`src/rtl/ksa_pkg.sv`:
```
// Shared types for the RC4 key-scheduling swap engine: FSM state encoding and
// the supported memory read latency limit.
package ksa_pkg;

  localparam int unsigned MAX_RD_LAT = 4;

  // Explicit encoding so waveform viewers show stable state values.
  typedef enum logic [3:0] {
    StIdle  = 4'h0,
    StFill  = 4'h1,
    StRdI   = 4'h2,
    StWaitI = 4'h3,
    StGetI  = 4'h4,
    StRdJ   = 4'h5,
    StWaitJ = 4'h6,
    StGetJ  = 4'h7,
    StWrI   = 4'h8,
    StWrJ   = 4'h9,
    StInc   = 4'hA,
    StDone  = 4'hB
  } ksa_state_e;

endpackage

```
`src/rtl/key_byte_sel.sv`:
```
// Selects byte i_idx of a packed key; byte 0 is the most significant byte.
module key_byte_sel #(
  parameter int unsigned KEY_BYTES = 3,
  parameter int unsigned IDX_W     = 2
) (
  input  logic [8*KEY_BYTES-1:0] i_key,
  input  logic [IDX_W-1:0]       i_idx,
  output logic [7:0]             o_byte
);

  always_comb begin
    o_byte = 8'h00;
    for (int unsigned n = 0; n < KEY_BYTES; n++) begin
      if (i_idx == IDX_W'(n)) o_byte = i_key[8*(KEY_BYTES-1-n) +: 8];
    end
  end

endmodule

```
`src/rtl/ksa_swap_engine.sv`:
```
// RC4 key-scheduling swap engine driving one single-port S-memory.
// Optional identity-fill phase enabled by defining KSA_INIT_FILL_EN.
module ksa_swap_engine
  import ksa_pkg::*;
#(
  parameter int unsigned DATA_W    = 8,
  parameter int unsigned ADDR_W    = 8,
  parameter int unsigned KEY_BYTES = 3,
  parameter int unsigned RD_LAT    = 1
) (
  input  logic                   clk,
  input  logic                   reset,
  input  logic                   start_flag,
  input  logic [8*KEY_BYTES-1:0] secret_key,
  input  logic [DATA_W-1:0]      data_out,
  output logic [ADDR_W-1:0]      address,
  output logic [DATA_W-1:0]      data_in,
  output logic                   wren,
  output logic                   done_flag
);

  localparam int unsigned KIDX_W = (KEY_BYTES > 1) ? $clog2(KEY_BYTES) : 1;
  localparam int unsigned WAIT_W = $clog2(MAX_RD_LAT + 1);

  ksa_state_e        r_state;
  logic [ADDR_W-1:0] r_i;
  logic [DATA_W-1:0] r_j;
  logic [KIDX_W-1:0] r_k;
  logic [DATA_W-1:0] r_si;
  logic [WAIT_W-1:0] r_wait;

  logic [7:0]        w_key_byte;
  logic [DATA_W-1:0] w_key_ext;
  logic [DATA_W-1:0] w_j_next;
  logic [ADDR_W-1:0] w_i_inc;
  logic              w_i_last;
  logic              w_wait_end;

  key_byte_sel #(
    .KEY_BYTES(KEY_BYTES),
    .IDX_W    (KIDX_W)
  ) u_key_byte_sel (
    .i_key (secret_key),
    .i_idx (r_k),
    .o_byte(w_key_byte)
  );

  assign w_key_ext  = DATA_W'(w_key_byte);
  assign w_j_next   = r_j + data_out + w_key_ext;
  assign w_i_inc    = r_i + 1'b1;
  assign w_i_last   = (r_i == {ADDR_W{1'b1}});
  assign w_wait_end = (r_wait == WAIT_W'(RD_LAT));

  always_ff @(posedge clk or negedge reset) begin
    if (!reset) begin
      r_state   <= StIdle;
      r_i       <= '0;
      r_j       <= '0;
      r_k       <= '0;
      r_si      <= '0;
      r_wait    <= '0;
      address   <= '0;
      data_in   <= '0;
      wren      <= 1'b0;
      done_flag <= 1'b0;
    end else begin
      unique case (r_state)
        StIdle: begin
          r_i       <= '0;
          r_j       <= '0;
          r_k       <= '0;
          wren      <= 1'b0;
          done_flag <= 1'b0;
          if (start_flag) begin
            address <= '0;
            data_in <= '0;
`ifdef KSA_INIT_FILL_EN
            wren    <= 1'b1;
            r_state <= StFill;
`else
            r_state <= StRdI;
`endif
          end
        end
`ifdef KSA_INIT_FILL_EN
        // One identity write per cycle; r_i doubles as the fill address.
        StFill: begin
          if (w_i_last) begin
            r_i     <= '0;
            address <= '0;
            wren    <= 1'b0;
            r_state <= StRdI;
          end else begin
            r_i     <= w_i_inc;
            address <= w_i_inc;
            data_in <= DATA_W'(w_i_inc);
          end
        end
`endif
        StRdI: begin
          r_wait  <= WAIT_W'(1);
          r_state <= StWaitI;
        end
        StWaitI: begin
          r_wait <= r_wait + 1'b1;
          if (w_wait_end) r_state <= StGetI;
        end
        StGetI: begin
          r_si    <= data_out;
          r_j     <= w_j_next;
          address <= ADDR_W'(w_j_next);
          r_state <= StRdJ;
        end
        StRdJ: begin
          r_wait  <= WAIT_W'(1);
          r_state <= StWaitJ;
        end
        StWaitJ: begin
          r_wait <= r_wait + 1'b1;
          if (w_wait_end) r_state <= StGetJ;
        end
        // S[j] goes straight to the write-data register; no separate sj latch.
        StGetJ: begin
          address <= r_i;
          data_in <= data_out;
          wren    <= 1'b1;
          r_state <= StWrI;
        end
        StWrI: begin
          address <= ADDR_W'(r_j);
          data_in <= r_si;
          wren    <= 1'b1;
          r_state <= StWrJ;
        end
        StWrJ: begin
          wren    <= 1'b0;
          r_state <= StInc;
        end
        StInc: begin
          r_i <= w_i_inc;
          r_k <= (r_k == KIDX_W'(KEY_BYTES - 1)) ? '0 : r_k + 1'b1;
          if (w_i_last) begin
            done_flag <= 1'b1;
            r_state   <= StDone;
          end else begin
            address <= w_i_inc;
            r_state <= StRdI;
          end
        end
        StDone: begin
          wren <= 1'b0;
          if (!start_flag) begin
            done_flag <= 1'b0;
            r_state   <= StIdle;
          end
        end
        default: begin
          wren    <= 1'b0;
          r_state <= StIdle;
        end
      endcase
    end
  end

endmodule

```
`config.mk`:
```
export PLATFORM = sky130hd
export DESIGN_NAME = ksa_swap_engine
export DESIGN_NICKNAME = d
export VERILOG_FILES = /design/src/rtl/ksa_pkg.sv /design/src/rtl/key_byte_sel.sv /design/src/rtl/ksa_swap_engine.sv
export SDC_FILE = /design/constraint.sdc
export NUM_CORES = 1
export LEC_CHECK = 0
export ABC_AREA = 1
export CAP_MARGIN = 20
export CORE_MARGIN = 5
export CORE_UTILIZATION = 37
export CTS_BUF_LIST = sky130_fd_sc_hd__clkbuf_8
export DETAILED_ROUTE_END_ITERATION = 10
export DONT_BUFFER_PORTS = 1
export PLACE_DENSITY = 0.59
export SLEW_MARGIN = 40
export SYNTH_ARGS = -nofsm -noshare
export SYNTH_HDL_FRONTEND = slang
export SYNTH_SLANG_ARGS = --single-unit
```
`constraint.sdc`:
```
create_clock -name clk -period 3.5 [get_ports clk]
set_clock_uncertainty 0.15 [all_clocks]
set_input_delay 0.525 -clock clk [delete_from_list [all_inputs] [get_ports clk]]
set_output_delay 0.525 -clock clk [all_outputs]
set_load 0.03 [all_outputs]
```
==> PnR_summary.wiki <==
{| class="wikitable"
! Metric !! Value
|-
| Wire length of the first global-routing pass || 13400 um
|-
| Placed instance area || 0.00326 mm2
|-
| DRC errors left || 0
|-
| Sum of negative setup slack || 0 ps
|-
| Port Buffer Count || 0
|-
| Headroom to the max-slew limit || 69.1%
|-
| Final hold violation count || 0
|-
| GR Util met1 || 23.2%
|-
| Internal || 1.49 mW
|-
| Overall die area || 0.0105 mm2
|-
| Initial Util || 38.2%
|-
| Antenna Violating Nets Remaining || 0
|-
| Fraction of final layout cells with drive strength greater than 1 || 7.75%
|-
| Worst-path cell with the longest stage delay || sky130_fd_sc_hd__fa_1
|-
| Syn Area/Cell || 7.75 um2
|-
| Setup slack on the worst flop-to-flop path || 340 ps
|-
| Hold-critical path endpoint || r_si[4]$_DFFE_PN0P_
|-
| GP Congestion || 0.896
|-
| Routed length per instance || 15.8 um
|-
| Signal arrival time at the worst endpoint || 3220 ps
|-
| Max Fclk || 0.317 GHz
|-
| Final setup violation count || 0
|-
| Largest stage delay on the critical path || 440 ps
|-
| Detailed placer's ending HPWL || 6250 um
|-
| Total CTS buffers || 5
|-
| Area growth from synthesis to layout || 8.25%
|-
| Final cell area excluding filler cells || 0.00342 mm2
|-
| Global routing met3 resource utilization || 5.60%
|-
| Clock network latency to the later pin of the worst-skew pair || 310 ps
|-
| GR Util All Layers || 16.7%
|-
| Slew at the pin closest to its max-slew limit || 461 ps
|-
| Cell count of the worst reg-to-reg path || 15
|-
| Met2 track demand over resource in global routing || 25.4%
|-
| CTS tree || built
|-
| Maximum number of buffers from clock root to sink || 2
|-
| Via count of the first global-routing pass || 2625
|-
| Number of distinct library cell variants in the gate-level netlist after synthesis || 38
|-
| Length of the first detailed-routing pass in iterations || 5
|-
| Via count || 2690
|-
| Total number of placement rows || 33
|-
| Number of warnings printed during yosys synthesis || 0
|-
| Buffer type at the clock tree root || sky130_fd_sc_hd__clkbuf_8
|-
| Critical path peak fanout || 6
|-
| Worst flop-to-flop path endpoint || address[5]$_DFFE_PN0P_
|-
| Worst Hold Launch || data_out[4]
|-
| RSZ-0062 raised after global routing || no
|-
| Ordered list of cells on the worst path || inv_1 > nor2_1 > a22o_1 > a21oi_1 > fa_1 > inv_1 > ha_1 > inv_1 > fa_1 > nor2_1 > o21ai_0 > nand3_1 > nand4_1 > nand2_1 > nand2_1
|-
| Hold path depth || 2
|-
| Die Y-Extent || 102 um
|-
| Category of the most critical setup path || reg -> reg
|-
| Combinational group share of total power || 50.4%
|-
| Portion of the post-synthesis area used by sequential elements || 40.4%
|-
| Max-capacitance violation count || 0
|-
| Crit Reg-Reg Startpoint || r_k[1]$_DFFE_PN0P_
|-
| Vias per std cell || 5.19
|-
| Total Nets Final || 464
|-
| Switching pwr || 1.44 mW
|-
| Highest-utilization routing layer at the global route stage || met2
|-
| Crit path buffers/inverters || 3
|-
| Number of nets in the synthesized netlist || 459
|-
| Worst Hold Margin || 226 ps
|-
| Final clock period utilization by the worst path || 90.2%
|-
| Cell area after technology mapping || 0.00316 mm2
|-
| Clock network fraction of design power || 14.7%
|-
| Final number of max-transition violations || 0
|-
| I/O pin count || 53
|-
| Flop and latch count out of synthesis || 51
|-
| Max IR drop VDD || 290 uV
|-
| Data required, critical path || 3560 ps
|-
| Shortest clock period the worst path allows after layout || 3160 ps
|-
| Sink Count || 51
|-
| Class of the most critical hold timing path || in -> reg
|-
| CTS H-tree lvls || 2
|-
| Antenna Diode Count || 0
|-
| Switching fraction of total power || 49.3%
|-
| Crit. End Element || flip-flop
|-
| Core area || 0.00826 mm2
|-
| Cell Pwr Density || 858 mW/mm2
|-
| Pin count of the biggest net entering global routing || 52
|-
| Number of instances in the synthesized netlist || 407
|-
| Static power due to leakage || 1.78 nW
|-
| Result of the run || completed
|-
| CP top delay family || adder cells
|-
| Total Routed Length || 8160 um
|-
| Total congestion overflow || 0
|-
| Crit path top cell by count || sky130_fd_sc_hd__inv_1
|-
| Floorplan die width || 102 um
|-
| Number of antenna violations at the first check in global routing || 0
|-
| Kind of launch point of the worst setup path || flip-flop
|-
| Sequential group share of total power || 34.9%
|-
| Number of DRC markers after the initial detailed-route iteration || 195
|-
| Clock input transition at the sequential cells of the worst setup and hold paths || 100 ps
|}
[per-layer routing]
metal	routed length, um	part of all wire, %
met5	0	0
met4	100	1.2
met2	3650	45
met3	674	8.3
met1	3740	46
[stage by stage]
step	power (mW)	instances	setup slack (ps)	utilization (%)
6_report	2.93	518	345	41.4
5_1_grt	3.23	518	49.5	41.4
4_1_cts	2.95	518	377	41.3
3_5_place_dp	2.49	508	394	39.5
3_3_place_gp	2.46	508	441	39.5
2_1_floorplan	2.15	407	715	-
[cell type report]
class                      count  area, um2
clock buffer                   5       68.8
timing repair buffer           3       45.0
inverter                      61        235
sequential                    51       1280
multi-input combinational    290       1620
fill                         846       4840
clock inverter                 3       43.8
tap                          105        131
[repair_timing]
| action | in CTS | in global routing |
|---|---|---|
| resized for setup | 0 | 0 |
| hold buffers | 2 | 0 |
| endpoints found under the hold margin | 51 | 0 |
| setup buffers | 0 | 0 |
[flip-flops by register name (all words and copies together) (netlist names)]
signal and flops:
r_si 8, r_k 2, r_i 8, done_flag 1
r_state 4, r_j 8, wren 1, data_in 8
r_wait 3, address 8
[cells in the mapped netlist, drive strengths merged]
| cell type | n | area (um2) |
|---|---|---|
| nand2 | 130 | 533 |
| inv | 60 | 230 |
| dfrtp | 51 | 1280 |
| o21ai | 35 | 186 |
| nor2 | 34 | 160 |
| nand3 | 30 | 163 |
| a21oi | 9 | 45.0 |
| ha | 9 | 113 |
| o211ai | 9 | 67.6 |
| fa | 8 | 160 |
| o22ai | 7 | 43.8 |
| buf | 3 | 23.8 |
| a21o | 2 | 15.0 |
| clkbuf | 2 | 7.51 |
| nand3b | 2 | 15.0 |
| nand4 | 2 | 12.5 |
| nor3 | 2 | 10.0 |
| o2111ai | 2 | 17.5 |
| o221ai | 2 | 17.5 |
| a211oi | 1 | 7.51 |
| a22o | 1 | 8.76 |
| a22oi | 1 | 7.51 |
| a31oi | 1 | 6.26 |
| clkinv | 1 | 5.00 |
| nor3b | 1 | 7.51 |
| o21bai | 1 | 7.51 |
| xnor2 | 1 | 8.76 |
[cell usage in the layout (no fill, tap or decap), types with 3 or more instances in the layout]
master and instances:
sky130_fd_sc_hd__o211ai_1 9, sky130_fd_sc_hd__nor2_4 4, sky130_fd_sc_hd__a21oi_1 9, sky130_fd_sc_hd__fa_1 8
sky130_fd_sc_hd__dfrtp_1 51, sky130_fd_sc_hd__nand3_1 29, sky130_fd_sc_hd__nand2_4 5, sky130_fd_sc_hd__ha_1 9
sky130_fd_sc_hd__clkbuf_8 5, sky130_fd_sc_hd__inv_1 55, sky130_fd_sc_hd__nor2_1 29, sky130_fd_sc_hd__inv_2 3
sky130_fd_sc_hd__nand2_2 4, sky130_fd_sc_hd__o21ai_0 33, sky130_fd_sc_hd__nand2_1 121, sky130_fd_sc_hd__o22ai_1 7
[cell families after synthesis]
family,count (synthesis),share of synthesized area [%]
AOI/OAI and AO/OA,71,13.6
xor gates and xnor gates,1,0.278
adders and majority gates,17,8.64
buffers and inverters,66,8.45
DFF,51,40.4
and+or+nand+nor,201,28.5
[power groups by stage]
stage / Combinational, mW / Sequential (mW) / Clock (mW)
after CTS: 1.48 / 1.02 / 0.446
after global placement: 1.43 / 1.03 / 0
after detailed placement: 1.46 / 1.03 / 0
final: 1.48 / 1.02 / 0.431
after floorplan: 1.17 / 0.980 / 0
after global routing: 1.72 / 1.05 / 0.465
[how the worst max path moves through the flow]
stage,from,end,cells past startpoint
after global placement,r_k[1]$_DFFE_PN0P_,address[7]$_DFFE_PN0P_,17
final,r_k[1]$_DFFE_PN0P_,address[5]$_DFFE_PN0P_,15
after detailed placement,r_k[1]$_DFFE_PN0P_,address[5]$_DFFE_PN0P_,15
after global routing,r_k[1]$_DFFE_PN0P_,address[7]$_DFFE_PN0P_,17
after CTS,r_k[1]$_DFFE_PN0P_,address[7]$_DFFE_PN0P_,17
after floorplan,r_k[1]$_DFFE_PN0P_,address[3]$_DFFE_PN0P_,16
Note: power is estimated with default switching activity, not from simulation.
==> RTL change, RTL diff (config.mk and constraints unchanged) <==
Make the reset (`reset`) synchronous in one clocked block.
--- a/src/rtl/ksa_swap_engine.sv
+++ b/src/rtl/ksa_swap_engine.sv
@@ -51,7 +51,7 @@
   assign w_i_last   = (r_i == {ADDR_W{1'b1}});
   assign w_wait_end = (r_wait == WAIT_W'(RD_LAT));
 
-  always_ff @(posedge clk or negedge reset) begin
+  always_ff @(posedge clk) begin
     if (!reset) begin
       r_state   <= StIdle;
       r_i       <= '0;
Function: differs if reset is asserted again (counterexample within 10 cycles, from zero or initial values and one cycle with reset low); with reset held inactive, the same outputs for 10 cycles.
==> RTL change against the unedited design <==
Sequential cell count did not move. Worst setup slack improved by 24 ps. Area after synthesis fell by 3.8%. Power fell by 31%. Wire length fell by 3.0%. Final area fell by 4.8%. Count of clock-buffer cells in the layout rose by 2. Highest routed layer unchanged.
==> RTL change: results (changes against the unedited design) <==
[detailed_routing]
routed_wl_um=7920  ; -3.0%
drt-initial-drc-count=168  ; -14%
routedWlPerCell_um=14.6  ; -7.4%
drcViolationCount=0  ; unchanged
dr.pass1.iters=4  ; -1
vias_per_cell=5.11  ; -1.7%

[cts]
clockBufferDepth=2  ; unchanged
cts_setup_buffers=0  ; unchanged
insertion_delay_ps=300
htreeDepth=2  ; unchanged
cts_root_buf=clkbuf_8
cts-buffers-inserted=5  ; unchanged
clk_pin_slew_ps=100  ; about the same
cts.repair.resized=0  ; unchanged

[global_routing]
first_global_vias=2629  ; +0.15%
grt_start_max_net_pins=28  ; -46%
grt_usage_pct=16.1  ; -0.61 points
antenna_found_initial=0  ; unchanged
grt_pass1_wl_um=12900  ; -3.5%

[final_layout]
fin_nets=489  ; +5.4%
n_fill_cell=870  ; +2.8%
drive_gt1_share_pct=9.13  ; +1.4 points
num_antenna_cells=0  ; unchanged

[synth]
synth.distinct_cells=37  ; -2.6%
synth_area_leaders=dfxtp_1 (34%), nand2_1 (15%), inv_1 (6.9%), a21oi_1 (5.6%), fa_1 (5.3%)
async_flop_share_pct=0  ; -100 points
synth_nets=488  ; +6.3%
synth.yosys.warnings=0  ; unchanged
synth_common_cells=nand2_1 (121), inv_1 (56), dfxtp_1 (51)
synth.avg_cell_area_sq_um=6.96  ; -10%
synth-main-ff-cell=dfxtp_1
yosysSeqAreaShare_pct=33.6  ; -6.8 points

[worst_hold_path]
hold_depth=2  ; unchanged
hp-class=primary input to register

[timing]
worstMarginPinSlew_ps=621  ; +160 ps
hold_viol=0  ; unchanged

[critical_path]
worst_r2r_path_depth=15  ; unchanged
cp.arrival_ps=3170  ; -50 ps
crit_fanout=6  ; unchanged

[power]
peakVddDrop_uv=315  ; +8.6%
leakage_nw=1.33  ; -25%
p_sw_w=0.000916  ; -37%

[placement]
pre_cts_ws_ps=391  ; -2.16 ps
place_inst=535  ; +5.3%
hpwl_um=6200  ; -0.72%
io_buffer_count=0  ; unchanged
globalplace.congestion=0.851  ; -5.1%

[outcome]
status=finished, final reports clean

## RTL change: changes by cell type after synthesis, moves of 5 or more
cell      before  now
a21oi_1        9   34
a21oi_2        0    5
a31oi_1        1   10
dfrtp_1       51    0
dfxtp_1        0   51
nand3_1       29   22
nor2_1        29   36
o211ai_1       9    2
o21ai_0       33   24
## RTL change: cells by family after synthesis
group	count (synthesis)	synth area share, %
AO/OA/AOI/OAI	92	18.5
adder cells (fa/ha/maj)	17	8.99
buffers and inverters	69	8.86
AND/OR/NAND/NOR	207	30.0
flip-flops	51	33.6
## RTL change: metrics by stage
stage	instance area (sq um)	power, W	utilization (%)	hold slack [ps]
after floorplan	3040	0.00146	-	291
after global placement	3150	0.00165	38.9	298
after detailed placement	3150	0.00166	38.9	309
final	3250	0.00204	40.2	170
after global routing	3250	0.00219	40.2	167
after CTS	3250	0.00204	40.2	164
## RTL change: final timing paths
kind / from / to / slack (ps)
setup reg to reg: r_k[1] / address[5] / 370
hold / removal: reset / r_state[3] / 170
hold reg to reg: r_j[2] / r_j[2] / 320
setup / recovery: r_k[1] / address[5] / 370
## RTL change: layer usage
layer  GRT usage [%]  vias to the layer above  wire length [um]  share of wire (%)
met5               0                        -                 0                  0
met2            26.0                       48              3570                 45
met1            21.9                     1293              3870                 49
met4            4.04                        0                76               0.96
li1                -                     1426                 -                  -
met3            3.60                        6               403                5.1
## RTL change: layout make-up
| type | instances | share of cell area [%] |
|---|---|---|
| Timing Repair Buffer | 2 | 0.462 |
| Inverter | 61 | 7.27 |
| Clock inverter | 1 | 0.231 |
| Clock buffer | 7 | 2.96 |
| Multi-Input combinational cell | 316 | 53.7 |
| Tap cell | 105 | 4.04 |
| Sequential cell | 51 | 31.4 |
## RTL change: worst max-delay path, cell delays in order, from the launching register on
cell      delay, ps
dfxtp_1         380
inv_1           120
nor2_1          300
a22o_1          200
a21oi_1          50
fa_1            440
inv_1            60
ha_1            200
inv_1            70
fa_1            380
o21ai_0         220
a21oi_1          80
o21ai_0         110
nand3b_1        130
nand2_2          80
a21oi_2          40
## RTL change: power by group through the flow
stage	sequential (W)	combinational [W]	clock, W
after floorplan	0.000770	0.000689	0
after global placement	0.000788	0.000863	0
after detailed placement	0.000788	0.000868	0
after CTS	0.000775	0.000872	0.000398
after global routing	0.000789	0.000974	0.000426
final	0.000775	0.000872	0.000388
